==> src/rtl/pipe_hazard_ctrl_pkg.sv <==
// Shared types for the pipeline hazard controller:
// FSM states, scoreboard entry layout and the register-match helper.
package pipe_hazard_ctrl_pkg;

  typedef enum logic [1:0] {
    RUN    = 2'd0,
    DRAIN  = 2'd1,
    HALTED = 2'd2
  } state_t;

  localparam int         SB_W     = 7;
  localparam logic [4:0] REG_ZERO = 5'd0;

  typedef struct packed {
    logic       valid;
    logic       we;
    logic [4:0] wreg;
  } sb_t;

  // $0 is hardwired, so it never creates a dependency
  function automatic logic hit(sb_t e, logic [4:0] r);
    return e.valid && e.we && (e.wreg == r) && (r != REG_ZERO);
  endfunction

endpackage

==> src/rtl/hazard_scoreboard.sv <==
// Shadow of the EX/MEM/WB destination registers plus the RAW compare
// against the source registers of the instruction sitting in ID.
module hazard_scoreboard
  import pipe_hazard_ctrl_pkg::*;
#(
  parameter int WB_BYPASS = 0
) (
  input  logic            clk,
  input  logic            rst_n,
  input  logic            advance,
  input  logic            squash_young,
  input  logic [SB_W-1:0] push,
  input  logic            id_valid,
  input  logic [4:0]      rs,
  input  logic [4:0]      rt,
  input  logic            uses_rs,
  input  logic            uses_rt,
  output logic            raw,
  output logic            empty
);

  sb_t  sb_ex;
  sb_t  sb_mem;
  sb_t  sb_wb;
  logic wb_on;
  logic m_rs;
  logic m_rt;

  assign wb_on = (WB_BYPASS == 0);

  assign m_rs = hit(sb_ex, rs) | hit(sb_mem, rs)
              | (wb_on & hit(sb_wb, rs));
  assign m_rt = hit(sb_ex, rt) | hit(sb_mem, rt)
              | (wb_on & hit(sb_wb, rt));

  assign raw   = id_valid & ((uses_rs & m_rs) | (uses_rt & m_rt));
  assign empty = !(sb_ex.valid | sb_mem.valid | sb_wb.valid);

  // a bubble enters EX whenever ID does not advance
  always_ff @(posedge clk) begin
    if (!rst_n) begin
      sb_ex  <= '0;
      sb_mem <= '0;
      sb_wb  <= '0;
    end else begin
      sb_ex  <= advance ? sb_t'(push) : '0;
      sb_mem <= squash_young ? '0 : sb_ex;
      sb_wb  <= sb_mem;
    end
  end

endmodule

==> src/rtl/pipe_hazard_ctrl.sv <==
// Pipeline sequencer: RAW stall, taken-branch squash, drain/halt FSM
// and saturating stall/flush counters for the 5-stage pipeline.
module pipe_hazard_ctrl
  import pipe_hazard_ctrl_pkg::*;
#(
  parameter int WB_BYPASS = 0,
  parameter int CNT_W     = 16
) (
  input  logic             clk_i,
  input  logic             rst_n,
  input  logic [4:0]       id_rs_i,
  input  logic [4:0]       id_rt_i,
  input  logic             id_uses_rs_i,
  input  logic             id_uses_rt_i,
  input  logic             id_regwrite_i,
  input  logic [4:0]       id_wreg_i,
  input  logic             branch_taken_i,
  input  logic             halt_req_i,
  output logic             pc_write_o,
  output logic             ifid_write_o,
  output logic             ifid_flush_o,
  output logic             idex_bubble_o,
  output logic             exmem_flush_o,
  output logic             halted_o,
  output logic [CNT_W-1:0] stall_cnt_o,
  output logic [CNT_W-1:0] flush_cnt_o
);

  state_t state;
  logic   id_valid;
  logic   raw;
  logic   sb_empty;
  logic   do_br;
  logic   do_stall;
  logic   do_hold;
  logic   do_drain;
  logic   advance;

  hazard_scoreboard #(
    .WB_BYPASS (WB_BYPASS)
  ) u_sb (
    .clk          (clk_i),
    .rst_n        (rst_n),
    .advance      (advance),
    .squash_young (do_br),
    .push         ({id_valid, id_regwrite_i, id_wreg_i}),
    .id_valid     (id_valid),
    .rs           (id_rs_i),
    .rt           (id_rt_i),
    .uses_rs      (id_uses_rs_i),
    .uses_rt      (id_uses_rt_i),
    .raw          (raw),
    .empty        (sb_empty)
  );

  assign do_br    = branch_taken_i;
  assign do_stall = !do_br && raw;
  assign do_hold  = !do_br && !raw && (state == HALTED);
  assign do_drain = !do_br && !raw && (state == DRAIN);
  assign advance  = !do_br && !raw && (state != HALTED);
  assign halted_o = (state == HALTED);

  always_comb begin
    pc_write_o    = 1'b0;
    ifid_write_o  = 1'b0;
    ifid_flush_o  = 1'b0;
    idex_bubble_o = 1'b0;
    exmem_flush_o = 1'b0;
    unique case (1'b1)
      do_br: begin
        pc_write_o    = 1'b1;
        ifid_write_o  = 1'b1;
        ifid_flush_o  = 1'b1;
        idex_bubble_o = 1'b1;
        exmem_flush_o = 1'b1;
      end
      do_stall: idex_bubble_o = 1'b1;
      do_hold:  idex_bubble_o = 1'b1;
      // PC frozen; the ID instruction issues and IF/ID empties
      do_drain: begin
        ifid_write_o = 1'b1;
        ifid_flush_o = 1'b1;
      end
      default: begin
        pc_write_o   = 1'b1;
        ifid_write_o = 1'b1;
      end
    endcase
  end

  always_ff @(posedge clk_i) begin
    if (!rst_n) begin
      state       <= RUN;
      id_valid    <= 1'b0;
      stall_cnt_o <= '0;
      flush_cnt_o <= '0;
    end else begin
      if (do_br)
        id_valid <= 1'b0;
      else if (advance)
        id_valid <= (state == RUN);

      if (do_stall && stall_cnt_o != '1)
        stall_cnt_o <= stall_cnt_o + CNT_W'(1);
      if (do_br && flush_cnt_o != '1)
        flush_cnt_o <= flush_cnt_o + CNT_W'(1);

      unique case (state)
        RUN:
          if (halt_req_i) state <= DRAIN;
        DRAIN:
          if (!halt_req_i)
            state <= RUN;
          else if (!id_valid && sb_empty)
            state <= HALTED;
        HALTED:
          if (!halt_req_i) state <= RUN;
        default: state <= RUN;
      endcase
    end
  end

endmodule

==> config.mk <==
export PLATFORM = sky130hd
export DESIGN_NAME = pipe_hazard_ctrl
export DESIGN_NICKNAME = d
export VERILOG_FILES = /design/src/rtl/pipe_hazard_ctrl_pkg.sv /design/src/rtl/hazard_scoreboard.sv /design/src/rtl/pipe_hazard_ctrl.sv
export SDC_FILE = /design/constraint.sdc
export NUM_CORES = 1
export LEC_CHECK = 0
export ABC_AREA = 1
export CAP_MARGIN = 10
export CORE_AREA = 2 2 91 84
export CTS_CLUSTER_SIZE = 28
export DETAILED_ROUTE_END_ITERATION = 10
export DIE_AREA = 0 0 93 86
export GPL_ROUTABILITY_DRIVEN = 0
export PLACE_DENSITY = 0.81
export SLEW_MARGIN = 25
export SYNTH_ARGS = -nofsm -noshare
export SYNTH_HDL_FRONTEND = slang
export SYNTH_SLANG_ARGS = --single-unit
export TNS_END_PERCENT = 10
==> constraint.sdc <==
create_clock -name clk_i -period 1.6 [get_ports clk_i]
set_clock_uncertainty 0.2 [all_clocks]
set_input_delay 0.16 -clock clk_i [delete_from_list [all_inputs] [get_ports clk_i]]
set_output_delay 0.16 -clock clk_i [all_outputs]
set_load 0.01 [all_outputs]
==> results.ini <==
[outcome]
outcome=finished, violations left
violations=negative setup slack

[timing]
max_freq_mhz=461.6
post-route-period-util_pct=135.4
rsz0062_at_grt=yes
worst_slack_ns=-0.5662
final_max_slew_viol_count=0
tightest_slew_ns=0.3623
setup-violations-final=35
fin_crit_ns=2.166
finalHoldViolations=0
maxSlewHeadroom_pct=75.77

[synthesis]
synth_compound_area_share_pct=8.627
synth_area_um2=3234
yosys.area_share.adder_pct=0.7737
ys_seq_area_share_pct=34.66
synth_top_family_by_area=simple AND/OR/NAND/NOR gates
synth_xor_area_share_pct=0.5416
ys_ff_latch=56
synthesis.nets=541
synth.avg_cell_area_um2=6.256
synthSimpleGateAreaFrac_pct=41.28
yosys_warnings=0
postSynthCellCount=517
ys_types=34
synth_mux_area_share_pct=0

[clocking]
path_clk_slew_ns=0.11
numCtsBuffers=5
cts_tree=built
clk_latency_ns=0.32
cts.sinks=56
cts_root_buffer=clkbuf_8
ctsHoldBuffers=0
htree_levels=2
clk_path_buf_depth=2

[worst_hold_path]
hold_depth=3
hp-class=input port to flip-flop

[detailed_routing]
ant_nets=0
drc=0
avgViaCountPerCell=5.109
first_pass_iters=5
num_vias=3847
wirelength_mm=10.47
wire_per_inst_um=13.91
drt_iter0_drc=336

[global_routing]
grt_max_degree=18
grt_pass1_vias=3805
antenna_found_initial=0
grt_pass1_wl_mm=16.17
grt_usage_pct=24.85
grt_overflow=0

[cells_and_area]
finalNonFillerCells=753
fillers=576
multi_input_area_um2=1883
drive_above_1_share_pct=33.18
antennaDiodeCount=0
nets=683
ff_latch_area_um2=1177
area_growth_pct=50.29

[place]
hpwlAfterDp_mm=7.190
placed_cells=737
port-buffer-count=59

[floorplanning]
core_area_um2=6967
ios=60
dieArea_um2=7998
die_w_um=93
rows=29
chipHeight_um=86
floorplan.initialDensity_pct=46.43

[power_and_ir_drop]
power_leakage_nw=2.484
total_power_w=0.002627
powerDensity_nw_per_um2=540.4
clkPwrFrac_pct=31.5
swShare_pct=26.83
p_switching_w=0.0007049
pwr-share-seq_pct=54.6
comb_power_share_pct=13.9
peakVddDrop_mv=0.3752
p_int_w=0.001922

[setup_path]
end_kind=primary output
cp_max_fo=3
required_ns=1.24
crit_arrival_ns=1.81
critPathKind=flip-flop to primary output
rr_worst_depth=14
startpoint_type=flip-flop

[flow_run]
cap_violations=0

[per-stage QoR]
step	instance area [um^2]	utilization, %	TNS, ns	setup slack [ns]	hold WS (ns)
global placement	4543	65.21	-18.18	-0.9221	0.2140
floorplan	3332	-	-0.2836	-0.04307	0.06480
detailed placement	4543	65.21	-20.63	-0.9790	0.2230
CTS	4753	68.23	-7.545	-0.5148	0.1427
global route	4861	69.77	-13.66	-0.6656	0.1522
finish	4861	69.77	-9.169	-0.5662	0.1389
[layer usage]
| layer | track usage, % | wire [um] |
|---|---|---|
| met1 | 29.22 | 4268 |
| met2 | 45.06 | 5168 |
| met3 | 4.306 | 662 |
| met4 | 9.492 | 372 |
| met5 | 0 | 0 |
[area by class of cell]
cell class	count	share of cell area (%)
repair buffers	143	24.66
inverters	102	8.031
clock buffers	6	1.699
well taps	93	2.394
clock inverters	2	0.2574
multi-input cells	351	38.74
flip-flops and latches	56	24.22
[placed cells by master, fill, tap and decap left out, types with 13 or more instances in the layout]
cell / instances
inv_1: 74
inv_2: 24
nor3_1: 13
nor2_1: 70
dfxtp_1: 21
nand4_1: 13
nand2_1: 135
nand3_1: 18
buf_4: 81
dlygate4sd2_1: 39
dfxtp_2: 30
[worst paths after layout]
kind,startpoint,end,slack [ns]
max,u_sb.sb_ex[1],pc_write_o,-0.57
min,id_wreg_i[2],u_sb.sb_ex[2],0.14
max reg2reg,u_sb.sb_ex[1],stall_cnt_o[10],-0.46
min reg2reg,u_sb.sb_ex[5],u_sb.sb_mem[5],0.23
[Yosys cell counts, drive strengths merged]
cell / number / area share (%)
nand4: 21 / 5.9
buf: 6 / 1.6
clkbuf: 3 / 0.66
ha: 2 / 0.77
nand3: 24 / 3.9
clkinv: 1 / 0.12
nor2: 84 / 10
nor3: 15 / 2.3
inv: 101 / 12
o211a: 1 / 0.31
a21oi: 12 / 1.9
o41ai: 1 / 0.27
xor2: 2 / 0.54
o21bai: 10 / 2.3
a211oi: 1 / 0.23
nand2: 150 / 18
nor4: 2 / 0.39
dfxtp: 56 / 35
or2: 3 / 0.58
o21a: 2 / 0.46
o21ai: 18 / 2.8
a31oi: 2 / 0.39
[flip-flops by register name, indices dropped and copies added (netlist names)]
| signal | cells |
|---|---|
| flush_cnt_o | 16 |
| stall_cnt_o | 16 |
| u_sb.sb_ex | 7 |
| u_sb.sb_mem | 7 |
| u_sb.sb_wb | 7 |
| state | 2 |
| id_valid | 1 |
[power by group through the flow]
stage	combinational [W]	sequential, W	clock, W
floorplan	0.000164	0.00146	0
global placement	0.000319	0.00146	0
detailed placement	0.000327	0.00146	0
CTS	0.000336	0.00143	0.000834
global route	0.000396	0.00144	0.000887
finish	0.000365	0.00143	0.000828
[logic make-up (layout without fill, tap and decap cells)]
group	count (synthesis)	after routing
and+or+nand+nor	299	300
adders and majority gates	2	2
AOI/OAI and AO/OA	47	47
buffers and inverters	111	253
DFF	56	56
xor gates and xnor gates	2	2
[worst max-delay path: stages, from the launching register on]
cell	delay [ns]
dfxtp_2	0.39
inv_2	0.07
nand2_1	0.05
nand2_1	0.04
nor2_1	0.14
nand3_2	0.11
nand3_2	0.09
nand2_2	0.07
nand2_4	0.07
nand2_4	0.06
o21ai_2	0.07
nand2_2	0.07
o21a_1	0.12
buf_2	0.14
[timing repair]
action / 4_1_cts / 5_1_grt
endpoints found under the setup margin: 76 / 47
resized for setup: 118 / 37
buffers inserted: 4 / 3
pin swaps: 17 / 10
gates cloned: 1 / 0
Power figures use the tool's default switching activity.
